**config.mk**
```make
export PLATFORM = sky130hd
export DESIGN_NAME = writeback_queue
export DESIGN_NICKNAME = d
export VERILOG_FILES = /design/src/rtl/writeback_queue.sv
export SDC_FILE = /design/constraint.sdc
export NUM_CORES = 1
export LEC_CHECK = 0
export BUFFER_PORTS_ARGS = -buffer_cell sky130_fd_sc_hd__buf_2
export CORE_ASPECT_RATIO = 1.5
export CORE_MARGIN = 2
export CORE_UTILIZATION = 44
export CTS_CLUSTER_SIZE = 10
export DETAILED_ROUTE_END_ITERATION = 10
export PLACE_DENSITY_LB_ADDON = 0.12
export SLEW_MARGIN = 30
export SYNTH_ARGS = -nofsm -noshare
export SYNTH_HDL_FRONTEND = slang
export SYNTH_SLANG_ARGS = --single-unit
export TNS_END_PERCENT = 50
```
**constraint.sdc**
```tcl
create_clock -name I_CLOCK -period 3.7 [get_ports I_CLOCK]
set_input_delay 0.74 -clock I_CLOCK [delete_from_list [all_inputs] [get_ports I_CLOCK]]
set_output_delay 0.74 -clock I_CLOCK [all_outputs]
set_load 0.01 [all_outputs]
```
**src/rtl/writeback_queue.sv**
```systemverilog
// writeback_queue
// Buffers register-file writes coming out of the memory stage and drains them
// in order, one per cycle, to the scalar and vector register-file write ports.
//
// Ports
//   I_CLOCK, I_RESET        clock; synchronous active-high reset
//   I_LOCK, I_Kill          instruction valid / squash for this cycle
//   I_Opcode, I_DestRegIdx  instruction class and destination register
//   I_ALUOut, I_MemOut      scalar result sources (ALU ops / loads)
//   I_VALUOut, I_LaneMask   vector result (lane0 in LSBs) and compress-move lane enables
//   I_RFStall               register file cannot take a write this cycle
//   I_LookupIdx             decode-stage register to check for in-flight writes
//   O_Ready                 queue has room (independent of I_RFStall)
//   O_WriteBackEnable/RegIdx/Data            scalar write port (RegIdx shared)
//   O_VWriteBackEnable/VWriteBackMask/Data   vector write port
//   O_PendingHit, O_VPendingHit              queued scalar / vector write to I_LookupIdx
//   O_Overflow              sticky: a write arrived while the queue was full
//
// Handshake: an entry is accepted when it is a writing instruction
// (I_LOCK && !I_Kill) and O_Ready is high; the head is consumed whenever it is
// valid and I_RFStall is low, and the corresponding strobe is asserted in that
// same cycle. There is no bypass from input to output.

module writeback_queue #(
  parameter int REG_WIDTH    = 16,
  parameter int VLANES       = 4,
  parameter int IDX_WIDTH    = 6,
  parameter int OPCODE_WIDTH = 8,
  parameter int DEPTH        = 4
) (
  input  logic                        I_CLOCK,
  input  logic                        I_RESET,
  input  logic                        I_LOCK,
  input  logic                        I_Kill,
  input  logic [OPCODE_WIDTH-1:0]     I_Opcode,
  input  logic [IDX_WIDTH-1:0]        I_DestRegIdx,
  input  logic [REG_WIDTH-1:0]        I_ALUOut,
  input  logic [REG_WIDTH-1:0]        I_MemOut,
  input  logic [VLANES*REG_WIDTH-1:0] I_VALUOut,
  input  logic [VLANES-1:0]           I_LaneMask,
  input  logic                        I_RFStall,
  input  logic [IDX_WIDTH-1:0]        I_LookupIdx,
  output logic                        O_Ready,
  output logic                        O_WriteBackEnable,
  output logic [IDX_WIDTH-1:0]        O_WriteBackRegIdx,
  output logic [REG_WIDTH-1:0]        O_WriteBackData,
  output logic                        O_VWriteBackEnable,
  output logic [VLANES-1:0]           O_VWriteBackMask,
  output logic [VLANES*REG_WIDTH-1:0] O_VWriteBackData,
  output logic                        O_PendingHit,
  output logic                        O_VPendingHit,
  output logic                        O_Overflow
);

  localparam int VW    = VLANES * REG_WIDTH;
  localparam int PTR_W = $clog2(DEPTH);
  localparam int CNT_W = $clog2(DEPTH + 1);
  localparam logic [PTR_W-1:0] PTR_ONE  = PTR_W'(1);
  localparam logic [CNT_W-1:0] CNT_ONE  = CNT_W'(1);
  localparam logic [CNT_W-1:0] FULL_CNT = CNT_W'(DEPTH);

  // Opcode encodings shared with the rest of the pipeline.
  localparam logic [OPCODE_WIDTH-1:0] OP_ADD_D     = OPCODE_WIDTH'('h00);
  localparam logic [OPCODE_WIDTH-1:0] OP_ADDI_D    = OPCODE_WIDTH'('h01);
  localparam logic [OPCODE_WIDTH-1:0] OP_AND_D     = OPCODE_WIDTH'('h02);
  localparam logic [OPCODE_WIDTH-1:0] OP_ANDI_D    = OPCODE_WIDTH'('h03);
  localparam logic [OPCODE_WIDTH-1:0] OP_MOV       = OPCODE_WIDTH'('h04);
  localparam logic [OPCODE_WIDTH-1:0] OP_MOVI_D    = OPCODE_WIDTH'('h05);
  localparam logic [OPCODE_WIDTH-1:0] OP_LDW       = OPCODE_WIDTH'('h06);
  localparam logic [OPCODE_WIDTH-1:0] OP_LDB       = OPCODE_WIDTH'('h07);
  localparam logic [OPCODE_WIDTH-1:0] OP_VADD      = OPCODE_WIDTH'('h20);
  localparam logic [OPCODE_WIDTH-1:0] OP_VMOV      = OPCODE_WIDTH'('h21);
  localparam logic [OPCODE_WIDTH-1:0] OP_VMOVI     = OPCODE_WIDTH'('h22);
  localparam logic [OPCODE_WIDTH-1:0] OP_VCOMPMOV  = OPCODE_WIDTH'('h23);
  localparam logic [OPCODE_WIDTH-1:0] OP_VCOMPMOVI = OPCODE_WIDTH'('h24);

  // Queue storage; only the control state is reset, payloads are don't-care
  // until their valid bit is set.
  logic                 entValid [DEPTH];
  logic                 entVec   [DEPTH];
  logic [IDX_WIDTH-1:0] entIdx   [DEPTH];
  logic [VW-1:0]        entData  [DEPTH];
  logic [VLANES-1:0]    entMask  [DEPTH];
  logic [PTR_W-1:0]     headPtr, tailPtr;
  logic [CNT_W-1:0]     count;
  logic                 overflow;

  logic              isScalar, isVec, useMem, useLaneMask;
  logic [VLANES-1:0] pushMask;
  logic [VW-1:0]     pushData;
  logic              pushAttempt, full, doPush, headValid, doPop;

  always_comb begin
    isScalar    = 1'b0;
    isVec       = 1'b0;
    useMem      = 1'b0;
    useLaneMask = 1'b0;
    case (I_Opcode)
      OP_ADD_D, OP_ADDI_D, OP_AND_D, OP_ANDI_D, OP_MOV, OP_MOVI_D: isScalar = 1'b1;
      OP_LDW, OP_LDB: begin
        isScalar = 1'b1;
        useMem   = 1'b1;
      end
      OP_VADD, OP_VMOV, OP_VMOVI: isVec = 1'b1;
      OP_VCOMPMOV, OP_VCOMPMOVI: begin
        isVec       = 1'b1;
        useLaneMask = 1'b1;
      end
      default: ;
    endcase
  end

  always_comb begin
    pushMask    = useLaneMask ? I_LaneMask : '1;
    pushData    = isVec ? I_VALUOut : VW'(useMem ? I_MemOut : I_ALUOut);
    // A vector write that enables no lane has no effect, so it never occupies a slot.
    pushAttempt = I_LOCK && !I_Kill && (isScalar || (isVec && (|pushMask)));
    full        = (count == FULL_CNT);
    doPush      = pushAttempt && !full && !I_RESET;
    headValid   = entValid[headPtr];
    doPop       = headValid && !I_RFStall && !I_RESET;
  end

  always_ff @(posedge I_CLOCK) begin
    if (I_RESET) begin
      headPtr  <= '0;
      tailPtr  <= '0;
      count    <= '0;
      overflow <= 1'b0;
      for (int i = 0; i < DEPTH; i++) entValid[i] <= 1'b0;
    end else begin
      // Head and tail only coincide when empty (no pop) or full (no push),
      // so the two valid-bit updates never target the same slot.
      if (doPush) begin
        entValid[tailPtr] <= 1'b1;
        entVec[tailPtr]   <= isVec;
        entIdx[tailPtr]   <= I_DestRegIdx;
        entData[tailPtr]  <= pushData;
        entMask[tailPtr]  <= isVec ? pushMask : '0;
        tailPtr           <= tailPtr + PTR_ONE;
      end
      if (doPop) begin
        entValid[headPtr] <= 1'b0;
        headPtr           <= headPtr + PTR_ONE;
      end
      case ({doPush, doPop})
        2'b10:   count <= count + CNT_ONE;
        2'b01:   count <= count - CNT_ONE;
        default: ;
      endcase
      if (pushAttempt && full) overflow <= 1'b1;
    end
  end

  always_comb begin
    O_Ready            = !full;
    O_Overflow         = overflow;
    O_WriteBackEnable  = doPop && !entVec[headPtr];
    O_VWriteBackEnable = doPop && entVec[headPtr];
    O_WriteBackRegIdx  = doPop ? entIdx[headPtr] : '0;
    O_WriteBackData    = O_WriteBackEnable ? entData[headPtr][REG_WIDTH-1:0] : '0;
    O_VWriteBackMask   = O_VWriteBackEnable ? entMask[headPtr] : '0;
    O_VWriteBackData   = O_VWriteBackEnable ? entData[headPtr] : '0;
    O_PendingHit       = 1'b0;
    O_VPendingHit      = 1'b0;
    for (int i = 0; i < DEPTH; i++) begin
      if (entValid[i] && entIdx[i] == I_LookupIdx) begin
        if (entVec[i]) O_VPendingHit = 1'b1;
        else           O_PendingHit  = 1'b1;
      end
    end
  end

endmodule

```
==> impl_metrics.ini <==
[drt]
wl_per_cell_um = 20.6
via_per_inst = 5.20
wl_um = 28700
drt_iter0_drc = 401
drc = 0
first_pass_iters = 4
ant_nets = 0
vias = 7260

[timing]
hold_violations = 0
clock_skew_ns = 0.0117
fin_crit_sh = 0.897
tns_ns = 0
fmaxAchievable_ghz = 0.301
finalSetupViolations = 0
layout_setup_ws_ns = 0.381
drv_slew = 0
holdWs_ns = 0.452
post-route-min-period_ns = 3.32
maxSlewHeadroom = 0.509
rsz0062_at_grt = false
worst_pin_slew_ns = 0.737

[hold_path]
hp-class = in -> reg

[global_route]
grt.overflow.total = 0
grt_use_total = 0.183
grt_pass1_vias = 7817
antenna_found_initial = 0
grt_max_degree = 75
grt_pass1_wl_um = 44100

[final_layout]
nets = 1126
final_common_cell = edfxtp_1
drive_above_1_share = 0.372
areaGrowthSynthToFinish_pct = 20.8
design_area_um2 = 16000
nFillCells = 2443
layout_common_cells = 300 x edfxtp_1, 220 x buf_2, 76 x mux4_2, 76 x nor2b_1, 67 x and2_1
post-route-util = 0.542
antennaDiodeCount = 0

[power_and_ir_drop]
p_per_area_nw_per_um2 = 449
ir_drop_uv = 290
p_leak_nw = 5.61

[clocking]
clkLatencyLatePin_ns = 0.52
clock_path_buffers = 3
cts.sink_count = 314
cts_buffers = 37
cts_tree = yes
h-tree-depth = 2
ctsHoldBuffers = 0
clk_pin_slew_ns = 0.06
cts-resized-gates = 0
post_cts_buffers = 0
root_buffer = clkbuf_16

[logic_synthesis]
ys_ff_latch = 314
ys_async_sr_fraction = 0
synth_edf_count = 300
synth_area_um2 = 13300
syn_inst = 746
ys.warnings.count = 0
yosysUniqueCellTypes = 41
synth_ff_type = edfxtp_1
synth_fp_nets = 881
yosysSeqAreaShare = 0.699
synth_area_per_cell_um2 = 17.8

[placement]
place_ws_ns = 0.605
io_buffers = 220
placed_cell_area_um2 = 15000
hpwl_um = 18400
gp_congestion = 0.774

[critical_path]
worstPathArrival_ns = 2.58
crit_type = reg -> out
critical_path.startpoint_type = register
slowest_delay_ns = 0.37
worst_setup_path_end_kind = output port
critPathTopFamily = simple AND/OR/NAND/NOR gates
path_cells = mux4_2 -> and2_1 -> nand3_4 -> buf_4 -> nor2b_1 -> buf_2
ff2ff_setup_slack_ns = 1.19
critPathRequiredTime_ns = 2.96
cp_max_fo = 20
path_buf_inv = 2
slowest_stage = dfxtp_4

[die]
rows = 77
die_width_um = 146
core_area_um2 = 29600
die_h_um = 217
boundaryPins = 221
die_area_um2 = 31600
initial_core_util = 0.449

[run_status]
outcome = finished clean

[flow_run]
maxCapViolCount = 0
-- registers in the layout, summed over array words and instances (netlist names), named ones only --
name	cells
tailPtr	2
entData	256
count	3
entMask	16
entValid	4
entVec	4
headPtr	2
O_Overflow	1
entIdx	24
-- path summary, 6_finish.rpt --
check	startpoint	end	depth (start not counted)
hold reg to reg	O_Overflow	O_Overflow	2
setup reg to reg	count[0]	count[2]	11
hold / removal	I_DestRegIdx[3]	entIdx[1][3]	1
setup / recovery	register	O_VWriteBackData[39]	6
-- cells in the mapped netlist (2+ instances only) --
master	n	area (µm²)
xor2_1	20	175
buf_4	2	15.0
a211oi_1	5	37.5
nor4b_1	2	17.5
and2_1	71	444
inv_1	14	52.6
a21oi_1	9	45.0
nor2b_1	76	475
nor2_1	13	48.8
ha_1	9	113
dfxtp_1	14	280
buf_2	18	90.1
edfxtp_1	300	9010
xnor2_1	7	61.3
mux4_2	76	1710
o21a_1	7	52.6
o21ai_0	18	90.1
clkbuf_1	16	60.1
nand2_1	20	75.1
nand4_1	5	31.3
nand3_1	3	15.0
o2111ai_1	2	17.5
mux2i_1	17	170
nor3_1	4	20.0
buf_6	2	22.5
-- worst reg2reg max path: stages (launching register included) --
cell	delay, ns
dfxtp_1	0.33
or3b_2	0.54
nand2_1	0.10
a211oi_1	0.04
buf_4	0.17
inv_1	0.06
ha_1	0.18
inv_1	0.06
fa_1	0.37
xor2_1	0.15
or3_1	0.31
a21oi_1	0.14
-- metal layers --
| layer | GRT usage | share of wire | vias up | wire [µm] |
|---|---|---|---|---|
| li1 | - | - | 3343 | - |
| met2 | 0.332 | 0.53 | 201 | 15100 |
| met5 | 0 | 0 | - | 0 |
| met3 | 0.0323 | 0.045 | 47 | 1300 |
| met4 | 0.0575 | 0.023 | 0 | 650 |
| met1 | 0.222 | 0.41 | 3669 | 11600 |
-- logic make-up after synthesis --
group                    Yosys count  synth area share
buffers and inverters             52            0.0181
adder cells (fa/ha/maj)           10           0.00999
multiplexers                      94             0.143
XOR/XNOR                          27            0.0178
AND/OR/NAND/NOR                  204            0.0916
AO/OA/AOI/OAI                     45            0.0207
flip-flops                       314             0.699
-- layout make-up --
type / instances / area [µm²] / area share
clock inverters: 1 / 8.76 / 0.000546
inverters: 14 / 52.6 / 0.00328
multi-input cells: 380 / 3770 / 0.235
repair buffers: 244 / 1410 / 0.0877
clock buffers: 48 / 1010 / 0.0629
flip-flops and latches: 314 / 9300 / 0.580
well taps: 395 / 494 / 0.0308
-- stage by stage --
stage | instances | power [mW]
3_5_place_dp | 1347 | 4.10
6_report | 1396 | 7.20
2_1_floorplan | 746 | 4.00
5_1_grt | 1396 | 7.42
3_3_place_gp | 1347 | 4.10
4_1_cts | 1396 | 7.27
-- power by group --
| part | switching, mW | internal (mW) |
|---|---|---|
| Combinational | 0.0821 | 0.0787 |
| Sequential | 0.00175 | 3.86 |
| Clock | 1.29 | 1.88 |
| Total | 1.37 | 5.83 |
No activity file was read; power rests on OpenSTA's default activity.
